--- src/rtl/tdm_demux_pkg.sv ---
// rtl/tdm_demux_pkg.sv - shared types and constants for the TDM receive demultiplexer
package tdm_pkg;

  typedef enum logic {
    HUNT   = 1'b0,
    LOCKED = 1'b1
  } tdm_state_t;

  localparam int DEF_N_CH = 4;
  localparam int DEF_W    = 8;

  // Slot index width; never below one bit so the counter always has storage.
  function automatic int slot_w(input int n);
    return (n < 2) ? 1 : $clog2(n);
  endfunction

endpackage

--- src/rtl/tdm_demux_if.sv ---
// rtl/tdm_demux_if.sv - shared-line input and per-channel output bundle of tdm_demux
interface tdm_demux_if #(
  parameter int N_CH = tdm_pkg::DEF_N_CH,
  parameter int W    = tdm_pkg::DEF_W
);

  logic [W-1:0]      din;
  logic              din_valid;
  logic              frame_sync;
  logic [N_CH*W-1:0] dout;
  logic [N_CH-1:0]   dout_valid;
  logic              frame_done;
  logic              locked;
  logic              sync_err;

  modport master (
    output din, din_valid, frame_sync,
    input  dout, dout_valid, frame_done, locked, sync_err
  );

  modport slave (
    input  din, din_valid, frame_sync,
    output dout, dout_valid, frame_done, locked, sync_err
  );

endinterface

--- src/rtl/tdm_slot_ctr.sv ---
// rtl/tdm_slot_ctr.sv - slot counter with load-to-one, increment and wrap at N_CH-1
module tdm_slot_ctr
  import tdm_pkg::*;
#(
  parameter int N_CH = DEF_N_CH
) (
  input  logic                      clk,
  input  logic                      rst_n,
  input  logic                      load1,
  input  logic                      inc,
  output logic [slot_w(N_CH)-1:0]   slot,
  output logic                      terminal
);

  localparam int SW = slot_w(N_CH);
  localparam logic [SW-1:0] LAST = SW'(N_CH - 1);

  assign terminal = (slot == LAST);

  // Wrap comes from the terminal compare, so non-power-of-two N_CH is exact.
  always_ff @(posedge clk) begin
    if (!rst_n) begin
      slot <= '0;
    end else if (load1) begin
      slot <= SW'(1);
    end else if (inc) begin
      slot <= terminal ? '0 : slot + SW'(1);
    end
  end

endmodule

--- src/rtl/tdm_demux.sv ---
// rtl/tdm_demux.sv - TDM receive demultiplexer; TDM_DEMUX_FRAME_LATCH_EN selects whole-frame output update
module tdm_demux
  import tdm_pkg::*;
#(
  parameter int N_CH = DEF_N_CH,
  parameter int W    = DEF_W
) (
  input  logic        clk,
  input  logic        rst_n,
  tdm_demux_if.slave  bus
);

  localparam int SW = slot_w(N_CH);

  tdm_state_t     state;
  tdm_state_t     state_next;
  logic [SW-1:0]  slot;
  logic           terminal;

  logic           wr_en;
  logic [SW-1:0]  wr_ch;
  logic           ctr_load1;
  logic           ctr_inc;
  logic           frame_done_next;
  logic           sync_err_next;

  logic [W-1:0]    ch_q [N_CH];
  logic [N_CH-1:0] dout_valid_q;
  logic            frame_done_q;
  logic            sync_err_q;

  tdm_slot_ctr #(.N_CH(N_CH)) u_slot_ctr (
    .clk      (clk),
    .rst_n    (rst_n),
    .load1    (ctr_load1),
    .inc      (ctr_inc),
    .slot     (slot),
    .terminal (terminal)
  );

  always_ff @(posedge clk) begin
    if (!rst_n) begin
      state <= HUNT;
    end else begin
      state <= state_next;
    end
  end

  // Only reset returns the block to HUNT; a misplaced sync just realigns.
  always_comb begin
    state_next = state;
    if (state == HUNT && bus.din_valid && bus.frame_sync) begin
      state_next = LOCKED;
    end
  end

  always_comb begin
    wr_en           = 1'b0;
    wr_ch           = '0;
    ctr_load1       = 1'b0;
    ctr_inc         = 1'b0;
    frame_done_next = 1'b0;
    sync_err_next   = 1'b0;
    if (bus.din_valid) begin
      case (state)
        HUNT: begin
          if (bus.frame_sync) begin
            wr_en     = 1'b1;
            ctr_load1 = 1'b1;
          end
        end
        LOCKED: begin
          if (bus.frame_sync && slot != '0) begin
            sync_err_next = 1'b1;
            wr_en         = 1'b1;
            ctr_load1     = 1'b1;
          end else begin
            wr_en           = 1'b1;
            wr_ch           = slot;
            ctr_inc         = 1'b1;
            frame_done_next = terminal;
          end
        end
        default: ;
      endcase
    end
  end

`ifdef TDM_DEMUX_FRAME_LATCH_EN
  logic [W-1:0] shadow_q [N_CH];

  // Slots collect in the shadow bank; the final slot bypasses it on commit.
  always_ff @(posedge clk) begin
    if (!rst_n) begin
      for (int k = 0; k < N_CH; k++) begin
        shadow_q[k] <= '0;
        ch_q[k]     <= '0;
      end
      dout_valid_q <= '0;
      frame_done_q <= 1'b0;
      sync_err_q   <= 1'b0;
    end else begin
      dout_valid_q <= '0;
      frame_done_q <= frame_done_next;
      sync_err_q   <= sync_err_next;
      if (wr_en) begin
        if (sync_err_next) begin
          for (int k = 1; k < N_CH; k++) begin
            shadow_q[k] <= '0;
          end
        end
        shadow_q[wr_ch] <= bus.din;
      end
      if (frame_done_next) begin
        for (int k = 0; k < N_CH; k++) begin
          ch_q[k] <= (SW'(k) == wr_ch) ? bus.din : shadow_q[k];
        end
        dout_valid_q <= '1;
      end
    end
  end
`else
  always_ff @(posedge clk) begin
    if (!rst_n) begin
      for (int k = 0; k < N_CH; k++) begin
        ch_q[k] <= '0;
      end
      dout_valid_q <= '0;
      frame_done_q <= 1'b0;
      sync_err_q   <= 1'b0;
    end else begin
      dout_valid_q <= '0;
      frame_done_q <= frame_done_next;
      sync_err_q   <= sync_err_next;
      if (wr_en) begin
        ch_q[wr_ch]         <= bus.din;
        dout_valid_q[wr_ch] <= 1'b1;
      end
    end
  end
`endif

  for (genvar k = 0; k < N_CH; k++) begin : g_dout
    assign bus.dout[k*W +: W] = ch_q[k];
  end

  assign bus.dout_valid = dout_valid_q;
  assign bus.frame_done = frame_done_q;
  assign bus.sync_err   = sync_err_q;
  assign bus.locked     = (state == LOCKED);

endmodule

--- src/flat_wrapper.sv ---
// flat-port wrapper written by rule: the top's interface ports become plain ports
module tdm_demux_flat import tdm_pkg::*;
#(
  parameter int N_CH = DEF_N_CH,
  parameter int W    = DEF_W
)
  (clk, rst_n, bus_din, bus_din_valid, bus_frame_sync, bus_dout, bus_dout_valid, bus_frame_done, bus_locked, bus_sync_err);
  tdm_demux_if #(.N_CH(N_CH), .W(W)) bus_i ();
  input  logic clk;
  input  logic rst_n;
  input wire logic [$bits(bus_i.din)-1:0] bus_din;
  input wire logic [$bits(bus_i.din_valid)-1:0] bus_din_valid;
  input wire logic [$bits(bus_i.frame_sync)-1:0] bus_frame_sync;
  output wire logic [$bits(bus_i.dout)-1:0] bus_dout;
  output wire logic [$bits(bus_i.dout_valid)-1:0] bus_dout_valid;
  output wire logic [$bits(bus_i.frame_done)-1:0] bus_frame_done;
  output wire logic [$bits(bus_i.locked)-1:0] bus_locked;
  output wire logic [$bits(bus_i.sync_err)-1:0] bus_sync_err;
  assign bus_i.din = bus_din;
  assign bus_i.din_valid = bus_din_valid;
  assign bus_i.frame_sync = bus_frame_sync;
  assign bus_dout = bus_i.dout;
  assign bus_dout_valid = bus_i.dout_valid;
  assign bus_frame_done = bus_i.frame_done;
  assign bus_locked = bus_i.locked;
  assign bus_sync_err = bus_i.sync_err;
  tdm_demux #(.N_CH(N_CH), .W(W)) u_core (.clk(clk), .rst_n(rst_n), .bus(bus_i));
endmodule
--- config.mk ---
export PLATFORM = sky130hd
export DESIGN_NAME = tdm_demux_flat
export DESIGN_NICKNAME = d
export VERILOG_FILES = /design/src/rtl/tdm_demux_pkg.sv /design/src/rtl/tdm_demux_if.sv /design/src/rtl/tdm_slot_ctr.sv /design/src/rtl/tdm_demux.sv /design/src/flat_wrapper.sv
export SDC_FILE = /design/constraint.sdc
export NUM_CORES = 1
export LEC_CHECK = 0
export ABC_AREA = 1
export CAP_MARGIN = 20
export CORE_ASPECT_RATIO = 0.7
export CORE_MARGIN = 2
export CORE_UTILIZATION = 48
export DETAILED_ROUTE_END_ITERATION = 16
export HOLD_SLACK_MARGIN = 0.03
export PLACE_DENSITY = 0.83
export SYNTH_ARGS = -nofsm -noshare
export SYNTH_HDL_FRONTEND = slang
export SYNTH_SLANG_ARGS = --single-unit
--- constraint.sdc ---
create_clock -name clk -period 3.98 [get_ports clk]
set_input_delay 0.796 -clock clk [delete_from_list [all_inputs] [get_ports clk]]
set_output_delay 0.796 -clock clk [all_outputs]
set_load 0.01 [all_outputs]
After elaboration in Yosys (flattened, before gate mapping). Memory sizes are Yosys's and may differ from the RTL's. Cells that the tools add are included. W data, S select, Z words.

Register bits: 9. Latch bits: 0. RAM bits: 32. ROM bits: 0. Input bits: 12. Output and inout port bits: 39. Word-level logic and storage cells: 49. Memories: 1.

Add/subtract/negate cells: 1. Multiply operators: 0. Divide/modulo/power cells: 0. Order comparisons: 2. Eq/ne operators: 1. Shifts and indexed selects: 0. Mux-type cells: 24. Bitwise operators: 3. Reduce and logical (&&, ||, !) cells: 11.

Memory list: u_core.ch_q (depth 4, width 8, rd ports 4, clocked after Yosys merged registers in 0, wr ports 4, RTL line tdm_demux.sv:27) `logic [W-1:0] ch_q [N_CH];`.

Operator list (count): $mux W1 (15); $mux W2 (5); $mux W8 (1); $reduce_or A8 Y1 (1); $logic_and A1 B1 Y1 (4); $pmux W1 S2 (2); $reduce_bool A2 Y1 (2); $reduce_or A4 Y1 (1); $lt A2 B3 Y1 const B (1); $not A1 Y1 (3); $reduce_and A3 Y1 (1); $add A2 B1 Y2 const B (1); $demux W1 S2 (1); $eq A2 B2 Y1 const B (1); $ge A2 B1 Y1 const B (1); $reduce_and A2 Y1 (1); $reduce_or A2 Y1 (1).

Longest topological paths before layout. Gate-level depths: netlist (run 1).

Depth in word-level cells: 9. Mapped depth: 8.

Cells and area by module. A second synthesis (run 1) with hierarchy kept.

Cells, all modules: 134. Area total of the unflattened synthesis: 1659.1 µm².

By module, submodules not included: tdm_demux (times used 1, cells an instance 117, area each 1552.7 µm²); tdm_slot_ctr (times used 1, cells an instance 17, area each 106.4 µm²).

Worst setup path after synthesis (run 1). OpenSTA, ideal clock, no wires.

Path type: input to register. Start: input port bus_din_valid. End: memory u_core.ch_q[1][0] (netlist name) (enable). Setup time: 329 ps. Data arrival time: 1498 ps. Required time: 3651 ps. Slack: 2154 ps. Stages: 4. Buffers on the path: 0. Cell sequence: nand2_2 a21oi_4 nand4_4 nand2_1.

RTL lines: from (decl) (RTL line flat_wrapper.sv:12) `input wire logic [$bits(bus_i.din_valid)-1:0] bus_din_valid;`; to (decl) (RTL line tdm_demux.sv:27).

==> flow_metrics.tcl, run 1 <==
set metrics [dict create \
    outcome "completed" \
    period_needed_ns 2.52 \
    critPathBufInv 2 \
    clockBufferDepth 2 \
    power.switching_uw 200 \
    core_area_sq_um 3130 \
    path_delay_family "buffers and inverters" \
    endpoint_kind "flop" \
    synth-edff-count 32 \
    port_buffers 50 \
    critPathArrivalTime_ns 2.49 \
    io_pins 51 \
    seq_area_frac_synth 0.728 \
    syn_inst 128 \
    grt-busiest-layer "met2" \
    cts_resized 0 \
    postPlaceCellArea_sq_um 2110 \
    syn2layout_area_growth_pct 41.1 \
    worst_hold_path_type "reg -> reg" \
    final-hold-violation-count 0 \
    cts_root_buf "clkbuf_8" \
    power_frac_clock 0.332 \
    hpwl_mm 2.57 \
    holdWs_ns 0.536 \
    worst_ep_required_time_ns 3.95 \
    grt_pass1_vias 1143 \
    max_stage_delay_ns 0.80 \
    cts.sinks 41 \
    p_leak_uw 0.000898 \
    cts_tree "yes" \
    max_slew_margin 0.650 \
    synth.avg_cell_area_sq_um 12.2 \
    syn-cell-area_sq_um 1570 \
    postCtsSetupBuffers 0 \
    numCtsBuffers 5 \
    fin_area_sq_um 2210 \
    async_reset_ff_frac 0 \
    vdd_drop_max_uv 258 \
    max_slew.worst_pin.slew_ns 0.523 \
    grt-ovfl-total 0 \
    pwr-share-comb 0.114 \
    yosysMostFrequentCell "nor2_1" \
    synth_common_cells "33 x nor2_1, 32 x edfxtp_1, 18 x nand2_1" \
    clock_latency_ns 0.30 \
    routed_wl_mm 3.41 \
    ctsHoldBuffers 0 \
    synth_fp_nets 142 \
    worstPathMaxFanout 11 \
    viasPerCell 4.99 \
    place_congestion 0.812 \
    die_w_um 72.3 \
    die-area_sq_um 3740 \
    synthDominantCellAreaShare 0.613 \
    wire_per_inst_um 15.3 \
    diodes 0 \
    grt_max_degree 13 \
    grt_pass1_wl_mm 5.62 \
    cap_violations 0 \
    rrSetupSlack_ns 1.95 \
    met3_usage 0.0698 \
    pre_cts_ws_ns 1.16 \
    synth.distinct_cells 20 \
    ys_ff_latch 41 \
    finalWorstSetupSlack_ns 1.46 \
    drt_first_iter_violations 68 \
    clk_pin_slew_ns 0.07 \
    synth-main-ff-cell "edfxtp_1" \
    drive_above_1_share 0.0865 \
    final_antenna_net_count 0 \
    nets 198 \
    sw_frac_of_total 0.226 \
    p_int_uw 687 \
    worstPathCellList "clkdlybuf4s50_1, inv_1, a21oi_2, nand2_4, nand2_1" \
    antenna_found_initial 0 \
    grt.total_usage 0.213 \
    htree_levels 2 \
    seqPwrFrac 0.555 \
    num_vias 1112 \
    rsz0062_at_grt "false" \
    post-route-period-util 0.634 \
    powerDensity_nw_per_um2 402 \
    finClkSkew_ns 0.00513 \
    route.detailed.drc 0 \
    synth_top_area_cell "edfxtp_1" \
    rows 17 \
    fin_setup_tns_ns 0 \
    use_met2 0.329 \
    synth_area_leaders "edfxtp_1 61%, dfxtp_1 12%, nor2_1 7.9%" \
    finalSetupViolations 0 \
    first_pass_iters 4 \
    fin_util 0.707 \
    fillers 202 \
    die_h_um 51.8 \
    yosys_warnings 0 \
    maxSlewViolCount 0 \
    cp_slowest_cell "clkdlybuf4s50_1" \
    start_kind "primary input" \
    start_util 0.501 \
    critical_path_class "in -> reg" \
    fmax_mhz 396 \
    met1_usage 0.270 \
]
## worst paths after layout
path	from	end	depth (start not counted)
max	rst_n	u_core.ch_q[0][1]	5
min reg2reg	u_core.bus.locked	u_core.bus.locked	2
min	u_core.bus.locked	u_core.bus.locked	2
max reg2reg	u_core.u_slot_ctr.slot[0]	u_core.ch_q[0][1]	7
## flip-flops by register name, indices dropped and copies added, names as in the netlist
name / count
u_core.bus.locked: 1
u_core.bus.dout_valid: 4
u_core.u_slot_ctr.slot: 2
u_core.ch_q: 32
u_core.bus.sync_err: 1
u_core.bus.frame_done: 1
## cell families (layout without fill, tap and decap cells)
family | after synthesis | after routing | synth area share
AOI/OAI and AO/OA | 6 | 6 | 0.0304
DFF | 41 | 41 | 0.728
adders and majority gates | 2 | 2 | 0.0160
buffers and inverters | 19 | 76 | 0.0463
and+or+nand+nor | 60 | 60 | 0.179
## layer usage
metal | up-vias | part of all wire
met5 | - | 0
met4 | 0 | 0.024
met3 | 8 | 0.091
met2 | 50 | 0.47
met1 | 526 | 0.41
li1 | 528 | -
## layout make-up
| type | instances | area [sq um] | share of cell area |
|---|---|---|---|
| clock buffer | 7 | 96.3 | 0.0436 |
| clock inverter | 1 | 5.00 | 0.00226 |
| inverter | 18 | 67.6 | 0.0306 |
| multi-input combinational | 68 | 353 | 0.160 |
| sequential | 41 | 1140 | 0.516 |
| tap | 38 | 47.5 | 0.0215 |
| timing repair buffer | 50 | 500 | 0.226 |
## worst min-delay path: stages (launching register included)
cell,delay (ns)
dfxtp_1,0.35
nand2_1,0.06
o21ai_0,0.07
## per-stage QoR
step	total power [uW]	std cells
2_1_floorplan	543	128
3_3_place_gp	599	215
3_5_place_dp	602	215
4_1_cts	893	223
5_1_grt	918	223
6_report	888	223
## power by group through the flow
stage                     logic, uW  clock network, uW  registers, uW
after CTS                       101                299            492
after detailed placement        101                  0            501
after global placement         98.0                  0            501
after global routing            109                314            495
final                           101                294            492
after floorplan                32.0                  0            511
## layout by cell type, fill, tap and decap left out
cell type,n
dfxtp_1,9
nor3_1,1
nand2_4,1
a21oi_2,1
nand4_4,2
nand4_1,1
o21ai_0,2
o211ai_1,1
nand2_2,2
inv_1,17
clkinv_2,1
nor2_1,33
a21oi_4,1
clkbuf_8,7
nor4_1,1
a21oi_1,1
ha_1,2
nand2_1,18
edfxtp_1,32
clkdlybuf4s50_1,50
nand3_1,1
inv_2,1
Power figures use the tool's default switching activity.
==> run 2, diff against run 1 <==
CORE_UTILIZATION = 40   (was 48)
PLACE_DENSITY = 0.74   (was 0.83)
clock period = 2.3 ns   (was 3.98 ns; I/O delays follow)
==> flow_metrics.tcl, run 2 (synthesized netlist as in run 1, its figures left out) <==
set metrics [dict create \
    outcome "completed" \
    vdd_drop_max_uv 672 \
    cts_tree "yes" \
    r2r_cells 7 \
    r2r_end "u_core.ch_q[0][5]" \
    drt_first_iter_violations 125 \
    rsz0062_at_grt "false" \
    cts.sinks 41 \
    core_area_sq_um 3630 \
    endpoint_kind "flop" \
    max_slew.worst_pin.slew_ns 0.350 \
    mostFrequentLayoutCells "50 x clkdlybuf4s50_1, 33 x nor2_1, 32 x edfxtp_1" \
    cp_slowest_cell "dfxtp_1" \
    max_stage_delay_ns 0.49 \
    antenna_found_initial 0 \
    postCtsSetupBuffers 0 \
    worst_hold_path_type "reg -> reg" \
    diodes 0 \
    max_flop_register "u_core.ch_q" \
    place_congestion 0.773 \
    seqPwrFrac 0.568 \
    final-hold-violation-count 0 \
    syn2layout_area_growth_pct 43.3 \
    cts_resized 0 \
    grt_max_degree 13 \
    worstPathMaxFanout 10 \
    place_inst 231 \
    period_needed_ns 2.03 \
    die_w_um 78.8 \
    ctsHoldBuffers 0 \
    p_int_uw 1170 \
    routed_wl_mm 3.51 \
    route.detailed.drc 0 \
    fin_util 0.619 \
    drive_above_1_share 0.0952 \
    numCtsBuffers 5 \
    die_h_um 56.4 \
    cap_violations 0 \
    fmax_mhz 492 \
    grt.total_usage 0.166 \
    rrSetupSlack_ns 0.27 \
    stdcell_count 239 \
    viasPerCell 4.64 \
    worstPathCellList "inv_1, ha_1, inv_1, nand2_1, o211ai_1, nand2_4, nand2_1" \
    critical_path_class "reg -> reg" \
    grt-ovfl-total 0 \
    wire_per_inst_um 14.7 \
    first_pass_iters 4 \
    maxSlewViolCount 0 \
    num_vias 1109 \
    power_frac_clock 0.312 \
    clockBufferDepth 2 \
    worst_ep_required_time_ns 2.25 \
    pwr-share-comb 0.120 \
    clock_latency_ns 0.28 \
    layout_commonest_cell "clkdlybuf4s50_1" \
    cp-endpoint "u_core.ch_q[0][5]" \
    die-area_sq_um 4440 \
    crit_path_start "u_core.u_slot_ctr.slot[0]" \
    pre_cts_ws_ns 0.157 \
    clk_pin_slew_ns 0.07 \
    sw_frac_of_total 0.222 \
    rr_startpoint "u_core.u_slot_ctr.slot[0]" \
    nets 202 \
    critPathArrivalTime_ns 1.99 \
    start_util 0.432 \
    finalWorstSetupSlack_ns 0.266 \
    grt_pass1_wl_mm 5.46 \
    port_buffers 50 \
    powerDensity_nw_per_um2 668 \
    start_kind "flop" \
    finClkSkew_ns 0.00712 \
    io_pins 51 \
    hpwl_mm 2.69 \
    rows 18 \
    finalSetupViolations 0 \
    power.switching_uw 332 \
    htree_levels 2 \
    final_antenna_net_count 0 \
    cts_root_buf "clkbuf_8" \
    max_slew_margin 0.766 \
    post-route-period-util 0.885 \
    fin_setup_tns_ns 0 \
    holdWs_ns 0.528 \
    fillers 267 \
    largest_reg_flops 32 \
    grt_pass1_vias 1092 \
    p_leak_uw 0.000908 \
]
-- run 2: power groups by stage --
stage          combinational, uW  sequential [uW]  clock [uW]
5_1_grt                      194              855         491
2_1_floorplan               55.4              884           0
3_5_place_dp                 180              869           0
4_1_cts                      181              853         465
3_3_place_gp                 175              867           0
6_report                     179              852         467
-- run 2: how the worst min path moves through the flow --
stage,cells past startpoint,slack [ns],end,from
6_report,2,0.53,u_core.bus.locked,u_core.bus.locked
5_1_grt,2,0.56,u_core.bus.locked,u_core.bus.locked
4_1_cts,2,0.53,u_core.bus.locked,u_core.bus.locked
3_5_place_dp,2,0.52,u_core.bus.locked,u_core.bus.locked
3_3_place_gp,2,0.51,u_core.bus.locked,u_core.bus.locked
2_1_floorplan,2,0.52,u_core.bus.locked,u_core.bus.locked
-- run 2: cell type report --
type / instances / area (sq um) / area share
multi-input combinational: 68 / 353 / 0.157
inverter: 18 / 67.6 / 0.0301
timing repair buffer: 54 / 531 / 0.236
sequential: 41 / 1140 / 0.508
clock buffer: 8 / 90.1 / 0.0401
tap: 50 / 62.6 / 0.0279
-- run 2: worst max-delay path: cells and delay by family, from the launching register on --
family	cells	cell delay, ns
adders and majority gates	1	0.25
AOI/OAI and AO/OA	1	0.16
and+or+nand+nor	3	0.52
DFF	1	0.49
buffers and inverters	2	0.29
-- run 2: metal layers --
layer	global-route usage	wire, um	part of all wire	vias to the layer above
met3	0.0514	342	0.097	5
met1	0.214	1460	0.41	514
met2	0.276	1680	0.48	53
li1	-	-	-	537
met4	0.0376	27	0.0077	0
met5	0	0	0	-
-- run 2: through the flow --
stage | cell area, sq um | total power, uW
final | 2240 | 1500
after global routing | 2240 | 1540
after CTS | 2240 | 1500
after detailed placement | 2150 | 1050
after global placement | 2150 | 1040
after floorplan | 1570 | 939
